### src/rtl/uart_rx_deser.sv
// UART 8N1 receiver: oversamples rx on clk, samples each bit at mid-period,
// and emits the byte with a one-cycle valid (good stop) or frame_err (stop low) pulse.
module uart_rx_deser #(
   parameter int unsigned CLKS_PER_BIT = 5210,
   parameter int unsigned CW           = 16
) (
   input  logic       clk,
   input  logic       rst,
   input  logic       rx,
   output logic [7:0] data,
   output logic       valid,
   output logic       frame_err,
   output logic       busy
);

   localparam logic [CW-1:0] TICK_VAL = CW'(CLKS_PER_BIT - 1);
   localparam logic [CW-1:0] HALF_VAL = CW'((CLKS_PER_BIT / 2) - 1);

   typedef enum logic [2:0] {
      S_IDLE,
      S_START,
      S_DATA,
      S_STOP,
      S_BREAK
   } state_t;

   state_t        state, state_n;
   logic          sync1, rs;
   logic [CW-1:0] cnt, cnt_n;
   logic [2:0]    bit_idx, bit_idx_n;
   logic [7:0]    data_sh, data_sh_n;
   logic [7:0]    data_n;
   logic          valid_n, frame_err_n;
   logic          tick;

   assign tick = (cnt == TICK_VAL);

   // Two-flop synchroniser; idles high so reset never looks like a start bit.
   always_ff @(posedge clk) begin
      if (!rst) begin
         sync1 <= 1'b1;
         rs    <= 1'b1;
      end else begin
         sync1 <= rx;
         rs    <= sync1;
      end
   end

   always_ff @(posedge clk) begin
      if (!rst) begin
         state     <= S_IDLE;
         cnt       <= '0;
         bit_idx   <= '0;
         data_sh   <= '0;
         data      <= '0;
         valid     <= 1'b0;
         frame_err <= 1'b0;
         busy      <= 1'b0;
      end else begin
         state     <= state_n;
         cnt       <= cnt_n;
         bit_idx   <= bit_idx_n;
         data_sh   <= data_sh_n;
         data      <= data_n;
         valid     <= valid_n;
         frame_err <= frame_err_n;
         busy      <= (state_n != S_IDLE);
      end
   end

   always_comb begin
      state_n     = state;
      cnt_n       = cnt;
      bit_idx_n   = bit_idx;
      data_sh_n   = data_sh;
      data_n      = data;
      valid_n     = 1'b0;
      frame_err_n = 1'b0;

      case (state)
         S_IDLE: begin
            cnt_n = '0;
            if (!rs) state_n = S_START;
         end

         // Re-check the start bit at its midpoint; a high line there was a glitch.
         S_START: begin
            if (cnt == HALF_VAL) begin
               cnt_n = '0;
               if (rs) begin
                  state_n = S_IDLE;
               end else begin
                  bit_idx_n = '0;
                  state_n   = S_DATA;
               end
            end else begin
               cnt_n = cnt + 1'b1;
            end
         end

         S_DATA: begin
            if (tick) begin
               cnt_n              = '0;
               data_sh_n[bit_idx] = rs;
               bit_idx_n          = bit_idx + 3'd1;
               if (bit_idx == 3'd7) state_n = S_STOP;
            end else begin
               cnt_n = cnt + 1'b1;
            end
         end

         // Leaving at mid-stop-bit lets a back-to-back start edge be caught.
         S_STOP: begin
            if (tick) begin
               cnt_n  = '0;
               data_n = data_sh;
               if (rs) begin
                  valid_n = 1'b1;
                  state_n = S_IDLE;
               end else begin
                  frame_err_n = 1'b1;
                  state_n     = S_BREAK;
               end
            end else begin
               cnt_n = cnt + 1'b1;
            end
         end

         // A held-low line must return high before another start is accepted.
         S_BREAK: begin
            cnt_n = '0;
            if (rs) state_n = S_IDLE;
         end

         default: begin
            state_n = S_IDLE;
            cnt_n   = '0;
         end
      endcase
   end

endmodule

### config.mk
export PLATFORM = sky130hd
export DESIGN_NAME = uart_rx_deser
export DESIGN_NICKNAME = d
export VERILOG_FILES = /design/src/rtl/uart_rx_deser.sv
export SDC_FILE = /design/constraint.sdc
export NUM_CORES = 1
export LEC_CHECK = 0
export ABC_AREA = 1
export CAP_MARGIN = 5
export CORE_UTILIZATION = 27
export CTS_CLUSTER_DIAMETER = 40
export DETAILED_ROUTE_END_ITERATION = 16
export DONT_BUFFER_PORTS = 1
export PLACE_DENSITY = 0.48
export SKIP_CTS_REPAIR_TIMING = 1
export SYNTH_ARGS = -nofsm -noshare
export SYNTH_HDL_FRONTEND = slang
export SYNTH_SLANG_ARGS = --single-unit
### constraint.sdc
create_clock -name clk -period 2.9 [get_ports clk]
set_clock_uncertainty 0.1 [all_clocks]
set_input_delay 0.58 -clock clk [delete_from_list [all_inputs] [get_ports clk]]
set_output_delay 0.58 -clock clk [all_outputs]
set_load 0.03 [all_outputs]
==> results of run 1 <==
## registers in the layout, indices dropped and copies added (netlist names)
register / flops
valid: 1
cnt: 16
sync1: 1
rs: 1
data_sh: 8
frame_err: 1
bit_idx: 3
data: 8
state: 3
busy: 1
## metal layers
| layer | share of wire (%) | vias to the layer above |
|---|---|---|
| li1 | - | 1015 |
| met1 | 53 | 821 |
| met2 | 41 | 30 |
| met3 | 4.0 | 6 |
| met4 | 2.0 | 0 |
| met5 | 0 | - |
## stage by stage
step                      area, µm²  setup slack (ns)  cells  util (%)  hold WS, ns
after global routing           2410             0.764    426      30.5        0.267
after CTS                      2410              1.03    426      30.5        0.264
final                          2410              1.03    426      30.5        0.271
after floorplan                2250              1.37    327         -        0.293
after global placement         2310              1.10    418      29.3        0.312
after detailed placement       2310              1.05    418      29.3        0.298
## path summary, 6_finish.rpt
| kind | startpoint | endpoint | slack [ns] | cells after the start |
|---|---|---|---|---|
| worst min-delay path | rst | state[1] | 0.27 | 2 |
| worst min register to register | sync1 | rs | 0.33 | 1 |
| worst max register to register | state[2] | data_sh[4] | 1.03 | 8 |
| worst max-delay path | state[2] | data_sh[4] | 1.03 | 8 |
## where the power goes
part	internal (mW)	switching (mW)
sequential	0.593	0.00430
clock	0.173	0.232
combinational	0.00631	0.0119
total	0.772	0.248
## critical path, stage by stage, from the launching register on
cell,delay (ns)
dfxtp_1,0.32
inv_1,0.09
nand2_1,0.14
nor2_2,0.42
nand2_1,0.23
nor3_1,0.30
nand2_1,0.08
nand2_1,0.06
nor2_1,0.03
## cell type report
cell class / instances / area share (%)
well taps: 102 / 5.30
multi-input cells: 230 / 48.4
inverters: 43 / 6.70
clock buffers: 5 / 2.86
clock inverters: 3 / 0.988
flip-flops and latches: 43 / 35.8
## kinds of logic after synthesis
family          Yosys count  synth area share, %
flops                    43                 38.2
simple gates            185                 38.0
buf+inv                  54                 10.1
compound gates           29                 6.67
fa+ha+maj                 5                 2.78
xor+xnor                 11                 4.28
## cell usage after synthesis, drive strengths merged
library cell | n | area share (%)
a211oi | 1 | 0.33
inv | 43 | 7.2
nand4 | 11 | 3.1
clkbuf | 2 | 0.33
nor2 | 72 | 14
ha | 5 | 2.8
dfxtp | 43 | 38
nor3 | 8 | 2.0
buf | 9 | 2.6
nand3 | 22 | 5.1
xor2 | 8 | 3.1
xnor2 | 3 | 1.2
nor3b | 1 | 0.33
or2 | 3 | 0.83
nand2 | 68 | 12
o21bai | 1 | 0.33
a21oi | 18 | 4.0
o21ai | 9 | 2.0
==> impl_metrics.tcl, run 1 <==
set metrics [dict create \
    via_per_inst 4.39 \
    grt_pass1_wl_um 8160 \
    grt_antenna_before_repair 0 \
    firstDrtPassIters 5 \
    timing.fmax_ghz 0.535 \
    use_met1_pct 16.2 \
    ys_warn_count 0 \
    drtIter0Drc 119 \
    start_util_pct 28.6 \
    cts_root_buffer "clkbuf_8" \
    fin_crit_sh_pct 64.4 \
    slew-limit-headroom_pct 66.8 \
    grt_busiest_layer "met2" \
    overflow 0 \
    fin_tns_setup_ns 0 \
    diodes 0 \
    insertion_delay_ns 0.30 \
    syn_inst 327 \
    power.density_mw_per_mm2 423 \
    post-dp-hpwl_um 3420 \
    setup_viol 0 \
    ctsHtreeMaxLevel 2 \
    outcome "finished, final reports clean" \
    crit_arrival_ns 1.98 \
    avgSynthCellArea_um2 6.89 \
    final_cell_mix "nand2_1, nor2_1, dfxtp_1, inv_1, nand3_1" \
    multi_input_comb_area_mm2 0.00116 \
    min_period_ns 1.87 \
    grt_start_max_net_pins 22 \
    ios 14 \
    dieArea_mm2 0.00871 \
    rsz0062_at_grt "false" \
    portBuffers 0 \
    netlist_area_mm2 0.00225 \
    detail_route.wl_per_cell_um 11.0 \
    worst_slew_pin_slew_ns 0.497 \
    hold_viol 0 \
    worstSetupStartpointType "register" \
    synth-seq-cells 43 \
    maxCapViolCount 0 \
    seq_area_frac_synth_pct 38.2 \
    core_area_mm2 0.00789 \
    hold_path.class "in -> reg" \
    cts.clk_slew.worst_paths_ns 0.09 \
    synth.distinct_cells 28 \
    grt.met2_usage_pct 17.8 \
    drv_slew 0 \
    seqCellArea_um2 861 \
    n_fill_cell 863 \
    vias 1872 \
    fp-row-count 32 \
    leakagePower_nw 0.907 \
    wirelength_um 4670 \
    crit_fanout 14 \
    gr-usage-met3_pct 2.68 \
    grt_pass1_vias 1764 \
    timing_worst_setup_path_type "reg -> reg" \
    die_y_um 93.3 \
    grt_usage_pct 11.9 \
    area_delta_synth_final_pct 6.89 \
    die_w_um 93.3 \
    nNetsFinal 331 \
    drive_gt1_share_pct 12.7 \
    worstSetupEndpointType "register" \
    drc_errors 0 \
    clock_path_buffers 2 \
    final_common_cell "nand2_1" \
    cts_tree "done" \
    cp.required_ns 3.01 \
    clkSinkCount 43 \
    peakVddDrop_mv 0.129 \
    gp_congestion 0.809 \
    cts_inserted_buffers 5 \
    p_total_mw 1.02 \
    syn_nets 335 \
    ant_nets 0 \
]
No activity file was read; power rests on OpenSTA's default activity.
==> run 2: changes to the inputs <==
==> constraint.sdc (replaced) <==
create_clock -name clk -period 1.9 [get_ports clk]
set_clock_uncertainty 0.1 [all_clocks]
set_input_delay 0.38 -clock clk [delete_from_list [all_inputs] [get_ports clk]]
set_output_delay 0.38 -clock clk [all_outputs]
set_load 0.03 [all_outputs]
==> impl_metrics.tcl, run 2 (synthesized netlist as in run 1, its figures left out) <==
set metrics [dict create \
    outcome "finished, final reports clean" \
    drive_gt1_share_pct 14.1 \
    detail_route.wl_per_cell_um 11.1 \
    grt_antenna_before_repair 0 \
    peakVddDrop_mv 0.214 \
    crit_end "busy" \
    hold_path.class "in -> reg" \
    crit_fanout 6 \
    gp_congestion 0.795 \
    worst_slew_pin_slew_ns 0.414 \
    startpoint "cnt[0]" \
    clkSinkCount 43 \
    top_regs "cnt x16, data x8, data_sh x8" \
    cts_tree "done" \
    fp-row-count 32 \
    start_util_pct 28.6 \
    critPathBufInv 1 \
    fin_tns_setup_ns 0 \
    ctsHtreeMaxLevel 2 \
    slowest_delay_ns 0.42 \
    ios 14 \
    crit_family "simple AND/OR/NAND/NOR gates" \
    rr_endpoint "busy" \
    timing_worst_setup_path_type "reg -> reg" \
    maxCapViolCount 0 \
    final_common_cell "nand2_1" \
    drtIter0Drc 75 \
    rsz0062_at_grt "false" \
    worstSetupEndpointType "register" \
    cp_slowest_cell "dfxtp_1" \
    dieArea_mm2 0.00871 \
    top_register "cnt" \
    path_cells "ha_1 > nand2_1 > inv_1 > nand2_1 > nor2_2 > nand2_2 > nand2_2 > nand3_1 > a21oi_1 > nand2_1" \
    drv_slew 0 \
    r2r_setup_slack_ns 0.16 \
    crit_arrival_ns 1.84 \
    final_cell_mix "nand2_1, nor2_1, dfxtp_1, inv_1, nand3_1" \
    core_area_mm2 0.00789 \
    grt_start_max_net_pins 22 \
    grt_pass1_wl_um 8200 \
    leakagePower_nw 0.910 \
    regToRegStartpoint "cnt[0]" \
    power.density_mw_per_mm2 632 \
    ant_nets 0 \
    crit_top_cell "nand2_1" \
    reg2reg_depth 10 \
    grt_usage_pct 12.0 \
    crit_cells 10 \
    fin_crit_sh_pct 91.8 \
    cts_inserted_buffers 5 \
    clock_path_buffers 2 \
    area_delta_synth_final_pct 8.89 \
    largest_register_ff_count 16 \
    die_w_um 93.3 \
    worstSetupStartpointType "register" \
    min_period_ns 1.74 \
    overflow 0 \
    diodes 0 \
    hold_depth 2 \
    postLayoutCoreUtil_pct 31.1 \
    setup_viol 0 \
    slew-limit-headroom_pct 72.4 \
    wirelength_um 4770 \
    portBuffers 0 \
    via_per_inst 4.42 \
    timing.fmax_ghz 0.573 \
    hold_viol 0 \
    vias 1897 \
    die_y_um 93.3 \
    cts_root_buffer "clkbuf_8" \
    drc_errors 0 \
    insertion_delay_ns 0.30 \
    firstDrtPassIters 4 \
    grt_pass1_vias 1755 \
    cts.clk_slew.worst_paths_ns 0.09 \
    post-dp-hpwl_um 3590 \
    nNetsFinal 334 \
    cp.required_ns 1.99 \
]
run 2: how the worst min path moves through the flow:
stage | startpoint | slack [ns] | end
after floorplan | sync1 | 0.29 | rs
after global placement | sync1 | 0.30 | rs
after detailed placement | sync1 | 0.31 | rs
after CTS | rx | 0.06 | sync1
after global routing | rx | 0.06 | sync1
final | rst | 0.08 | state[1]
run 2: routing by layer:
metal	track usage (%)	wire, µm
met1	16.2	2450
met2	18.6	2150
met3	2.60	107
met4	4.23	56
met5	0	0
run 2: worst reg2reg max path, cell delays in order, from the launching register on:
cell and delay (ns):
dfxtp_1 0.42, ha_1 0.19, nand2_1 0.05, inv_1 0.05, nand2_1 0.05, nor2_2 0.20
nand2_2 0.14, nand2_2 0.10, nand3_1 0.12, a21oi_1 0.15, nand2_1 0.06
run 2: layout make-up:
| class | count | area (µm²) |
|---|---|---|
| Clock buffer | 5 | 68.8 |
| Clock inverter | 3 | 23.8 |
| Fill cell | 840 | 5440 |
| Inverter | 43 | 161 |
| Multi-Input combinational cell | 230 | 1190 |
| Sequential cell | 43 | 862 |
| Tap cell | 102 | 128 |
| Timing Repair Buffer | 3 | 22.5 |
run 2: power by group:
group          leakage, nW  switching (mW)  internal, mW
Clock               0.0408           0.346         0.263
Sequential           0.347         0.00683         0.905
Combinational        0.522          0.0195       0.00984
Total                0.910           0.372          1.18
run 2: per-stage QoR:
step / instance area, µm² / hold slack, ns / power (mW) / setup slack, ns / cells
2_1_floorplan: 2250 / 0.293 / 0.959 / 0.367 / 327
3_3_place_gp: 2340 / 0.302 / 0.961 / 0.206 / 421
3_5_place_dp: 2340 / 0.312 / 0.961 / 0.133 / 421
4_1_cts: 2430 / 0.0645 / 1.58 / 0.126 / 429
5_1_grt: 2450 / 0.0605 / 1.63 / 0.00352 / 429
6_report: 2450 / 0.0782 / 1.55 / 0.156 / 429
